<file path="src/rtl/clock_switch_ctrl_if.sv">
// clock_switch_ctrl_if: request handshake between the register file and the clock switch sequencer
interface clock_switch_ctrl_if;
    logic req_valid;
    logic req_ready;
    logic req_src_ext;
    logic req_out_en;
    modport master (output req_valid, req_src_ext, req_out_en, input req_ready);
    modport slave (input req_valid, req_src_ext, req_out_en, output req_ready);
endinterface

</file>
<file path="src/rtl/clock_switch_ctrl.sv">
// clock_switch_ctrl: sequences crypto-clock source select (j16_sel) and CW clock-output enable (k16_sel)
// so the mux/ODDR stage never sees an unsafe change. Define CLKSEL_HEARTBEAT_EN to add the
// post-switch heartbeat verification state and the hb_toggle port.
module clock_switch_ctrl #(
    parameter int SETTLE_CYCLES = 16,
    parameter int BUSY_TIMEOUT  = 1024,
    parameter int HB_TOGGLES    = 4,
    parameter int HB_TIMEOUT    = 4096
) (
    input  logic                      usb_clk,
    input  logic                      resetn,
    clock_switch_ctrl_if.slave        req,
    input  logic                      core_busy,
    input  logic                      err_clr,
`ifdef CLKSEL_HEARTBEAT_EN
    input  logic                      hb_toggle,
`endif
    output logic                      j16_sel,
    output logic                      k16_sel,
    output logic                      switching,
    output logic [1:0]                status_err
);
    localparam int MAX_AB = (SETTLE_CYCLES > BUSY_TIMEOUT) ? SETTLE_CYCLES : BUSY_TIMEOUT;
    localparam int MAX_CD = (HB_TOGGLES > HB_TIMEOUT) ? HB_TOGGLES : HB_TIMEOUT;
    localparam int MAXP   = (MAX_AB > MAX_CD) ? MAX_AB : MAX_CD;
    localparam int CW     = $clog2(MAXP) + 1;

    typedef enum logic [2:0] {
        IDLE,
        WAIT_CORE,
        GATE_OFF,
        SWITCH,
`ifdef CLKSEL_HEARTBEAT_EN
        VERIFY,
`endif
        GATE_ON
    } state_t;

    state_t        state_q, state_d;
    logic [CW-1:0] cnt_q, cnt_d;
    logic          j16_q, j16_d, k16_q, k16_d;
    logic          tgt_src_q, tgt_src_d, tgt_oe_q, tgt_oe_d;
    logic          req_ready_q, req_ready_d;
    logic [1:0]    err_q, err_d, err_set;
    logic          accept;
`ifdef CLKSEL_HEARTBEAT_EN
    logic [2:0]    hb_sync_q, hb_sync_d;
    logic [CW-1:0] hb_cnt_q, hb_cnt_d;
    logic          orig_src_q, orig_src_d;
    logic          hb_edge;
`endif

    assign req.req_ready = req_ready_q;
    assign j16_sel       = j16_q;
    assign k16_sel       = k16_q;
    assign switching     = (state_q != IDLE);
    assign status_err    = err_q;
    assign accept        = (state_q == IDLE) && req_ready_q && req.req_valid;

    // next-state, counter reload on each state entry, and output sequencing
    always_comb begin
        state_d   = state_q;
        cnt_d     = (cnt_q == '0) ? '0 : cnt_q - CW'(1);
        j16_d     = j16_q;
        k16_d     = k16_q;
        tgt_src_d = tgt_src_q;
        tgt_oe_d  = tgt_oe_q;
        err_set   = 2'b00;
`ifdef CLKSEL_HEARTBEAT_EN
        hb_sync_d  = {hb_sync_q[1:0], hb_toggle};
        hb_edge    = hb_sync_q[2] ^ hb_sync_q[1];
        hb_cnt_d   = hb_cnt_q;
        orig_src_d = orig_src_q;
`endif
        case (state_q)
            IDLE: if (accept) begin
                state_d   = WAIT_CORE;
                cnt_d     = CW'(BUSY_TIMEOUT - 1);
                tgt_src_d = req.req_src_ext;
                tgt_oe_d  = req.req_out_en;
`ifdef CLKSEL_HEARTBEAT_EN
                orig_src_d = j16_q;
`endif
            end
            WAIT_CORE: if (!core_busy) begin
                state_d = (tgt_src_q != j16_q) ? GATE_OFF : GATE_ON;
                k16_d   = (tgt_src_q != j16_q) ? 1'b0 : k16_q;
                cnt_d   = CW'(SETTLE_CYCLES - 1);
            end else if (cnt_q == '0) begin
                state_d    = IDLE;
                err_set[0] = 1'b1;
            end
            GATE_OFF: if (cnt_q == '0) begin
                state_d = SWITCH;
                j16_d   = tgt_src_q;
                cnt_d   = CW'(SETTLE_CYCLES - 1);
            end
`ifdef CLKSEL_HEARTBEAT_EN
            SWITCH: if (cnt_q == '0) begin
                state_d  = VERIFY;
                cnt_d    = CW'(HB_TIMEOUT - 1);
                hb_cnt_d = '0;
            end
            VERIFY: if (hb_edge && hb_cnt_q == CW'(HB_TOGGLES - 1)) begin
                state_d = GATE_ON;
            end else if (cnt_q == '0) begin
                state_d    = IDLE;
                err_set[1] = 1'b1;
                j16_d      = orig_src_q;
                k16_d      = 1'b0;
            end else begin
                hb_cnt_d = hb_edge ? hb_cnt_q + CW'(1) : hb_cnt_q;
            end
`else
            SWITCH: if (cnt_q == '0) state_d = GATE_ON;
`endif
            GATE_ON: begin
                state_d = IDLE;
                k16_d   = tgt_oe_q;
            end
            default: state_d = IDLE;
        endcase
        req_ready_d = (state_q == IDLE) && !accept;
        err_d       = (err_q & ~{2{err_clr}}) | err_set;
    end

    // state and datapath registers; reset forces PLL1, output gated, idle
    always_ff @(posedge usb_clk or negedge resetn) begin
        if (!resetn) begin
            state_q     <= IDLE;
            cnt_q       <= '0;
            j16_q       <= 1'b0;
            k16_q       <= 1'b0;
            tgt_src_q   <= 1'b0;
            tgt_oe_q    <= 1'b0;
            req_ready_q <= 1'b1;
            err_q       <= 2'b00;
`ifdef CLKSEL_HEARTBEAT_EN
            hb_sync_q  <= 3'b000;
            hb_cnt_q   <= '0;
            orig_src_q <= 1'b0;
`endif
        end else begin
            state_q     <= state_d;
            cnt_q       <= cnt_d;
            j16_q       <= j16_d;
            k16_q       <= k16_d;
            tgt_src_q   <= tgt_src_d;
            tgt_oe_q    <= tgt_oe_d;
            req_ready_q <= req_ready_d;
            err_q       <= err_d;
`ifdef CLKSEL_HEARTBEAT_EN
            hb_sync_q  <= hb_sync_d;
            hb_cnt_q   <= hb_cnt_d;
            orig_src_q <= orig_src_d;
`endif
        end
    end
endmodule

</file>
<file path="src/flat_wrapper.sv">
// flat-port wrapper written by rule: the top's interface ports become plain ports
module clock_switch_ctrl_flat 
#(
    parameter int SETTLE_CYCLES = 16,
    parameter int BUSY_TIMEOUT  = 1024,
    parameter int HB_TOGGLES    = 4,
    parameter int HB_TIMEOUT    = 4096
)
  (usb_clk, resetn, core_busy, err_clr, j16_sel, k16_sel, switching, status_err, req_req_valid, req_req_src_ext, req_req_out_en, req_req_ready);
  clock_switch_ctrl_if req_i ();
  input  logic usb_clk;
  input  logic resetn;
  input  logic core_busy;
  input  logic err_clr;
  output logic j16_sel;
  output logic k16_sel;
  output logic switching;
  output logic [1:0] status_err;
  input wire logic [$bits(req_i.req_valid)-1:0] req_req_valid;
  input wire logic [$bits(req_i.req_src_ext)-1:0] req_req_src_ext;
  input wire logic [$bits(req_i.req_out_en)-1:0] req_req_out_en;
  output wire logic [$bits(req_i.req_ready)-1:0] req_req_ready;
  assign req_i.req_valid = req_req_valid;
  assign req_i.req_src_ext = req_req_src_ext;
  assign req_i.req_out_en = req_req_out_en;
  assign req_req_ready = req_i.req_ready;
  clock_switch_ctrl #(.SETTLE_CYCLES(SETTLE_CYCLES), .BUSY_TIMEOUT(BUSY_TIMEOUT), .HB_TOGGLES(HB_TOGGLES), .HB_TIMEOUT(HB_TIMEOUT)) u_core (.usb_clk(usb_clk), .resetn(resetn), .req(req_i), .core_busy(core_busy), .err_clr(err_clr), .j16_sel(j16_sel), .k16_sel(k16_sel), .switching(switching), .status_err(status_err));
endmodule
</file>
<file path="config.mk">
export PLATFORM = sky130hd
export DESIGN_NAME = clock_switch_ctrl_flat
export DESIGN_NICKNAME = d
export VERILOG_FILES = /design/src/rtl/clock_switch_ctrl_if.sv /design/src/rtl/clock_switch_ctrl.sv /design/src/flat_wrapper.sv
export SDC_FILE = /design/constraint.sdc
export NUM_CORES = 1
export LEC_CHECK = 0
export CELL_PAD_IN_SITES_DETAIL_PLACEMENT = 2
export CELL_PAD_IN_SITES_GLOBAL_PLACEMENT = 2
export CORE_AREA = 5 5 75 77
export CTS_CLUSTER_DIAMETER = 100
export DETAILED_ROUTE_END_ITERATION = 10
export DIE_AREA = 0 0 80 82
export MAX_ROUTING_LAYER = met4
export PLACE_DENSITY_LB_ADDON = 0.1
export REMOVE_ABC_BUFFERS = 1
export SETUP_SLACK_MARGIN = 0.5
export SYNTH_ARGS = -nofsm -noshare
export SYNTH_HDL_FRONTEND = slang
export SYNTH_SLANG_ARGS = --single-unit
export TNS_END_PERCENT = 1
</file>
<file path="constraint.sdc">
create_clock -name usb_clk -period 3.1 [get_ports usb_clk]
set_input_delay 0.62 -clock usb_clk [delete_from_list [all_inputs] [get_ports usb_clk]]
set_output_delay 0.62 -clock usb_clk [all_outputs]
set_load 0.02 [all_outputs]
</file>
==> results of run 1 <==
==> flip-flops by register name, indices dropped and copies added, names as in the netlist <==
| name | flops |
|---|---|
| u_core.tgt_src_q | 1 |
| u_core.status_err | 2 |
| u_core.k16_sel | 1 |
| u_core.tgt_oe_q | 1 |
| u_core.state_q | 3 |
| u_core.j16_sel | 1 |
| u_core.req.req_ready | 1 |
| u_core.cnt_q | 13 |
==> through the flow <==
stage                     hold WS [ns]  std cells  worst slack (ns)
after detailed placement         0.484        195              1.02
after floorplan                  0.324        112              1.47
after global routing             0.547        199             0.679
after CTS                        0.517        199             0.737
final                            0.502        199             0.749
after global placement           0.480        195              1.06
==> cell families after synthesis <==
| kind of cell | count (synthesis) | share of synthesized area |
|---|---|---|
| flip-flops | 23 | 0.490 |
| multiplexers | 1 | 0.0127 |
| AND/OR/NAND/NOR | 48 | 0.248 |
| buffers and inverters | 6 | 0.0202 |
| AO/OA/AOI/OAI | 23 | 0.126 |
| XOR/XNOR | 11 | 0.0818 |
| adder cells (fa/ha/maj) | 2 | 0.0213 |
==> tightest hold or removal path, delay by kind of cell, from the launching register on <==
kind / cells / cell delay, ns
DFF: 1 / 0.36
and+or+nand+nor: 2 / 0.11
==> per-layer routing <==
| layer | track usage | wire (µm) |
|---|---|---|
| met5 | - | 0 |
| met4 | 0.0490 | 80 |
| met3 | 0.0197 | 83 |
| met2 | 0.189 | 1530 |
| met1 | 0.119 | 1340 |
==> synth_stat cells, drive strengths merged <==
cell,instances
nand2,9
nand3,2
mux2,1
nor2,13
a21oi,3
ha,2
and4,1
clkbuf,1
o21ai,13
nand2b,2
nand4,2
nor3,3
nand4b,2
a22oi,2
xor2,6
dfstp,1
a2111oi,1
or2,2
or2b,1
a22o,1
or3,1
o22ai,1
inv,4
nor4,3
nor2b,1
o31a,1
dfrtp,22
nor4b,1
buf,1
o31ai,1
or4,1
or3b,1
xnor2,5
nor3b,3
==> worst max-delay path by stage <==
| stage | from | endpoint | slack (ns) | cells past startpoint |
|---|---|---|---|---|
| after detailed placement | core_busy | u_core.cnt_q[2] | 1.02 | 5 |
| final | u_core.state_q[1] | switching | 0.75 | 2 |
| after global routing | u_core.state_q[1] | switching | 0.68 | 2 |
| after global placement | u_core.state_q[1] | switching | 1.06 | 2 |
| after CTS | u_core.state_q[1] | switching | 0.74 | 2 |
| after floorplan | u_core.cnt_q[0] | u_core.j16_sel | 1.47 | 6 |
==> report_power, final <==
| part | internal, µW | leakage, µW | switching (µW) |
|---|---|---|---|
| Combinational | 200 | 0.000244 | 229 |
| Clock | 90.1 | 0.0000255 | 106 |
| Sequential | 410 | 0.000289 | 142 |
| Total | 700 | 0.000559 | 477 |
==> final cells by class <==
cell class | count | area (µm²) | share of cell area
inverters | 4 | 15.0 | 0.0105
well taps | 70 | 87.6 | 0.0612
clock inverters | 1 | 5.00 | 0.00350
clock buffers | 3 | 41.3 | 0.0289
multi-input cells | 85 | 577 | 0.403
repair buffers | 13 | 128 | 0.0892
flip-flops and latches | 23 | 577 | 0.403
==> results.json, run 1 <==
{
  "power_uw": 1180,
  "cts.sinks": 23,
  "r2r-start": "u_core.cnt_q[0]",
  "yosys.area.top_type": "dfrtp_1",
  "period_share": 0.758,
  "status": "completed",
  "fin_area_um2": 1430,
  "hold_end": "u_core.tgt_oe_q",
  "drtPass1Iterations": 2,
  "irDropWorstVdd_uv": 279,
  "area_delta_synth_final_pct": 21.5,
  "grt_pass1_vias": 1051,
  "start_kind": "flip-flop",
  "port_buffers": 12,
  "grt_pass1_wl_mm": 5.28,
  "cts_buffers": 3,
  "coreArea_um2": 4940,
  "hold_violations": 0,
  "crit_family": "buffers and inverters",
  "routed_via_density": 4.63,
  "yosys_warnings": 0,
  "cts_resized": 0,
  "clk_pin_slew_ns": 0.09,
  "place_congestion": 0.757,
  "cellLeakagePower_uw": 0.000559,
  "synth_cell_types": 40,
  "initial_utilization": 0.238,
  "fmax_ghz": 0.425,
  "postSynthCellCount": 114,
  "cp.required_ns": 2.48,
  "synth_seq_area_share": 0.490,
  "synth_area_um2": 1180,
  "critPathMaxStageDelay_ns": 0.55,
  "drcViolationCount": 0,
  "antenna_found_initial": 0,
  "io_pins": 13,
  "hold_class": "reg -> reg",
  "crit_slowest_cell": "clkdlybuf4s50_1",
  "vias": 922,
  "powerDensity_nw_per_um2": 823,
  "synth_top_area_share": 0.468,
  "max-slew-margin-rel": 0.549,
  "drt_iter0_markers": 13,
  "h-tree-depth": 1,
  "die_h_um": 82,
  "diodes": 0,
  "max_slew.worst_pin.slew_ns": 0.676,
  "wl_per_cell_um": 15.2,
  "critPathKind": "reg -> out",
  "totalWireLength_mm": 3.03,
  "worst-endpoint-arrival_ns": 1.73,
  "hold_depth": 2,
  "drive_above_1_share": 0.124,
  "grt_overflow": 0,
  "cts_tree": "yes",
  "maxCapViolCount": 0,
  "mostFrequentLayoutCells": "dfrtp_1, nor2_1, clkdlybuf4s50_1",
  "ctsHoldBuffers": 0,
  "fin_skew_ns": 0.00366,
  "critPathBufInv": 1,
  "fillCellCount": 580,
  "cts_buffer_depth": 2,
  "setup-tns-final_ns": 0,
  "layout_min_cycle_time_ns": 2.35,
  "grt_setup_unrepaired": "no",
  "ys_ff_latch": 23,
  "r2r_cells": 6,
  "cts_setup_buffers": 0,
  "root_buffer": "clkbuf_8",
  "rrSetupSlack_ns": 1.06,
  "synth_area_leaders": "dfrtp_1, o21ai_0, xor2_1",
  "fp-row-count": 26,
  "fin_util": 0.289,
  "hpwl_mm": 2.29,
  "crit_fanout": 10,
  "dieArea_um2": 6560,
  "syn_avg_cell_area_um2": 10.3,
  "slew_viol_final": 0,
  "setup_viol": 0,
  "postPlaceCellArea_um2": 1380,
  "hp-start": "u_core.tgt_oe_q",
  "worstReg2RegEnd": "u_core.cnt_q[9]",
  "fin_nets": 139,
  "drtAntennaViolNets": 0,
  "grt_max_degree": 24,
  "end_kind": "primary output",
  "worstSkewPairLatency_ns": 0.27,
  "grt.total_usage": 0.108,
  "die_w_um": 80,
  "crit_chain": "or3_4 > clkdlybuf4s50_1",
  "final_common_cell": "dfrtp_1"
}
Note: power is estimated with default switching activity, not from simulation.
==> run 2: changes to the inputs <==
Clock period 3.1 ns to 2.5 ns, I/O delays scaled along.
==> results.json, run 2 (synthesized netlist as in run 1, its figures left out) <==
{
  "antenna_found_initial": 0,
  "cellLeakagePower_uw": 0.000578,
  "drcViolationCount": 0,
  "drive_above_1_share": 0.179,
  "initial_utilization": 0.238,
  "grt_overflow": 0,
  "start_kind": "flip-flop",
  "largest_reg_flops": 13,
  "placed_cells": 197,
  "cts_buffer_depth": 2,
  "top_register": "u_core.cnt_q",
  "root_buffer": "clkbuf_8",
  "slew_viol_final": 0,
  "fin_skew_ns": 0.00110,
  "cp.required_ns": 2.00,
  "port_buffers": 12,
  "grt_setup_unrepaired": "yes",
  "die_w_um": 80,
  "crit_chain": "or3_4 > dlygate4sd2_1",
  "grt_pass1_wl_mm": 5.39,
  "grt_pass1_vias": 1022,
  "fp-row-count": 26,
  "area_delta_synth_final_pct": 24.9,
  "diodes": 0,
  "layout_min_cycle_time_ns": 1.93,
  "critPathKind": "reg -> out",
  "max_slew.worst_pin.slew_ns": 0.608,
  "pre_cts_slack_ns": 0.521,
  "drtPass1Iterations": 2,
  "maxCapViolCount": 0,
  "totalWireLength_mm": 3.15,
  "routed_via_density": 4.45,
  "hold_class": "reg -> reg",
  "setup_ws_ns": 0.572,
  "setup_viol": 0,
  "place_congestion": 0.776,
  "wl_per_cell_um": 15.4,
  "status": "completed",
  "crit_fanout": 8,
  "cts.sinks": 23,
  "period_share": 0.771,
  "drt_iter0_markers": 29,
  "vias": 908,
  "worstSkewPairLatency_ns": 0.26,
  "worst-endpoint-arrival_ns": 1.43,
  "ctsHoldBuffers": 0,
  "grt_max_degree": 24,
  "irDropWorstVdd_uv": 316,
  "io_pins": 13,
  "end_kind": "primary output",
  "final_common_cell": "dfrtp_1",
  "mostFrequentLayoutCells": "dfrtp_1, nor2_1, o21ai_0, clkdlybuf4s50_1, nand2_1",
  "setup-tns-final_ns": 0,
  "dieArea_um2": 6560,
  "final_cells": 204,
  "grt.total_usage": 0.111,
  "crit_slowest_cell": "dfrtp_2",
  "hold_violations": 0,
  "hpwl_mm": 2.33,
  "fmax_ghz": 0.519,
  "cts_tree": "yes",
  "cts_buffers": 3,
  "powerDensity_nw_per_um2": 1040,
  "fillCellCount": 581,
  "drtAntennaViolNets": 0,
  "h-tree-depth": 1,
  "clk_pin_slew_ns": 0.09,
  "fin_nets": 144,
  "max-slew-margin-rel": 0.591,
  "critPathMaxStageDelay_ns": 0.47,
  "die_h_um": 82,
  "coreArea_um2": 4940
}
[run 2: cell count changes in the layout (fill, tap and decap cells not counted), sizes merged]
cell,previous run,this run
buf,1,6
clkdlybuf4s50,12,11
dlygate4sd2,0,1
[run 2: path summary, 6_finish.rpt]
check	startpoint	to	slack, ns	cells after the start
max	u_core.state_q[2]	switching	0.57	2
min	u_core.tgt_oe_q	u_core.tgt_oe_q	0.50	2
max reg2reg	u_core.cnt_q[0]	u_core.cnt_q[5]	0.68	6
min reg2reg	u_core.tgt_oe_q	u_core.tgt_oe_q	0.50	2
max in group asynchronous	resetn	u_core.req.req_ready	1.62	2
min in group asynchronous	resetn	u_core.cnt_q[2]	0.59	2
[run 2: through the flow]
stage | utilization | area (µm²) | hold WS, ns | total power, µW
floorplan | - | 1170 | 0.204 | 1050
global placement | 0.283 | 1400 | 0.474 | 1250
detailed placement | 0.283 | 1400 | 0.492 | 1270
CTS | 0.294 | 1450 | 0.514 | 1540
global route | 0.297 | 1470 | 0.549 | 1670
finish | 0.297 | 1470 | 0.502 | 1530
[run 2: critical path: cells and delay by family (launching register included)]
family	cells	cell delay (ns)
flops	1	0.47
simple gates	1	0.36
buf+inv	1	0.34
[run 2: power breakdown]
part           switching [µW]  internal (µW)  total [µW]
clock                     127            111         238
combinational             334            292         626
sequential                150            512         662
[run 2: layer usage]
layer,global-route usage,up-vias,wire length (µm)
met5,-,-,0
met4,0.0253,0,12
met3,0.0197,2,80
met2,0.190,12,1620
met1,0.136,449,1440
li1,-,445,-
[run 2: layout make-up]
type                            instances  area (µm²)  area share
Sequential cell                        23         581       0.395
Multi-Input combinational cell         85         577       0.392
Timing Repair Buffer                   18         164       0.111
Tap cell                               70        87.6      0.0596
Clock buffer                            3        41.3      0.0281
Inverter                                4        15.0      0.0102
Clock inverter                          1        5.00     0.00340
[run 2: timing repair]
action,4_1_cts,5_1_grt
endpoints found under the hold margin,0,0
gates resized for setup,3,1
setup buffers,1,2
endpoints found under the setup margin,1,2
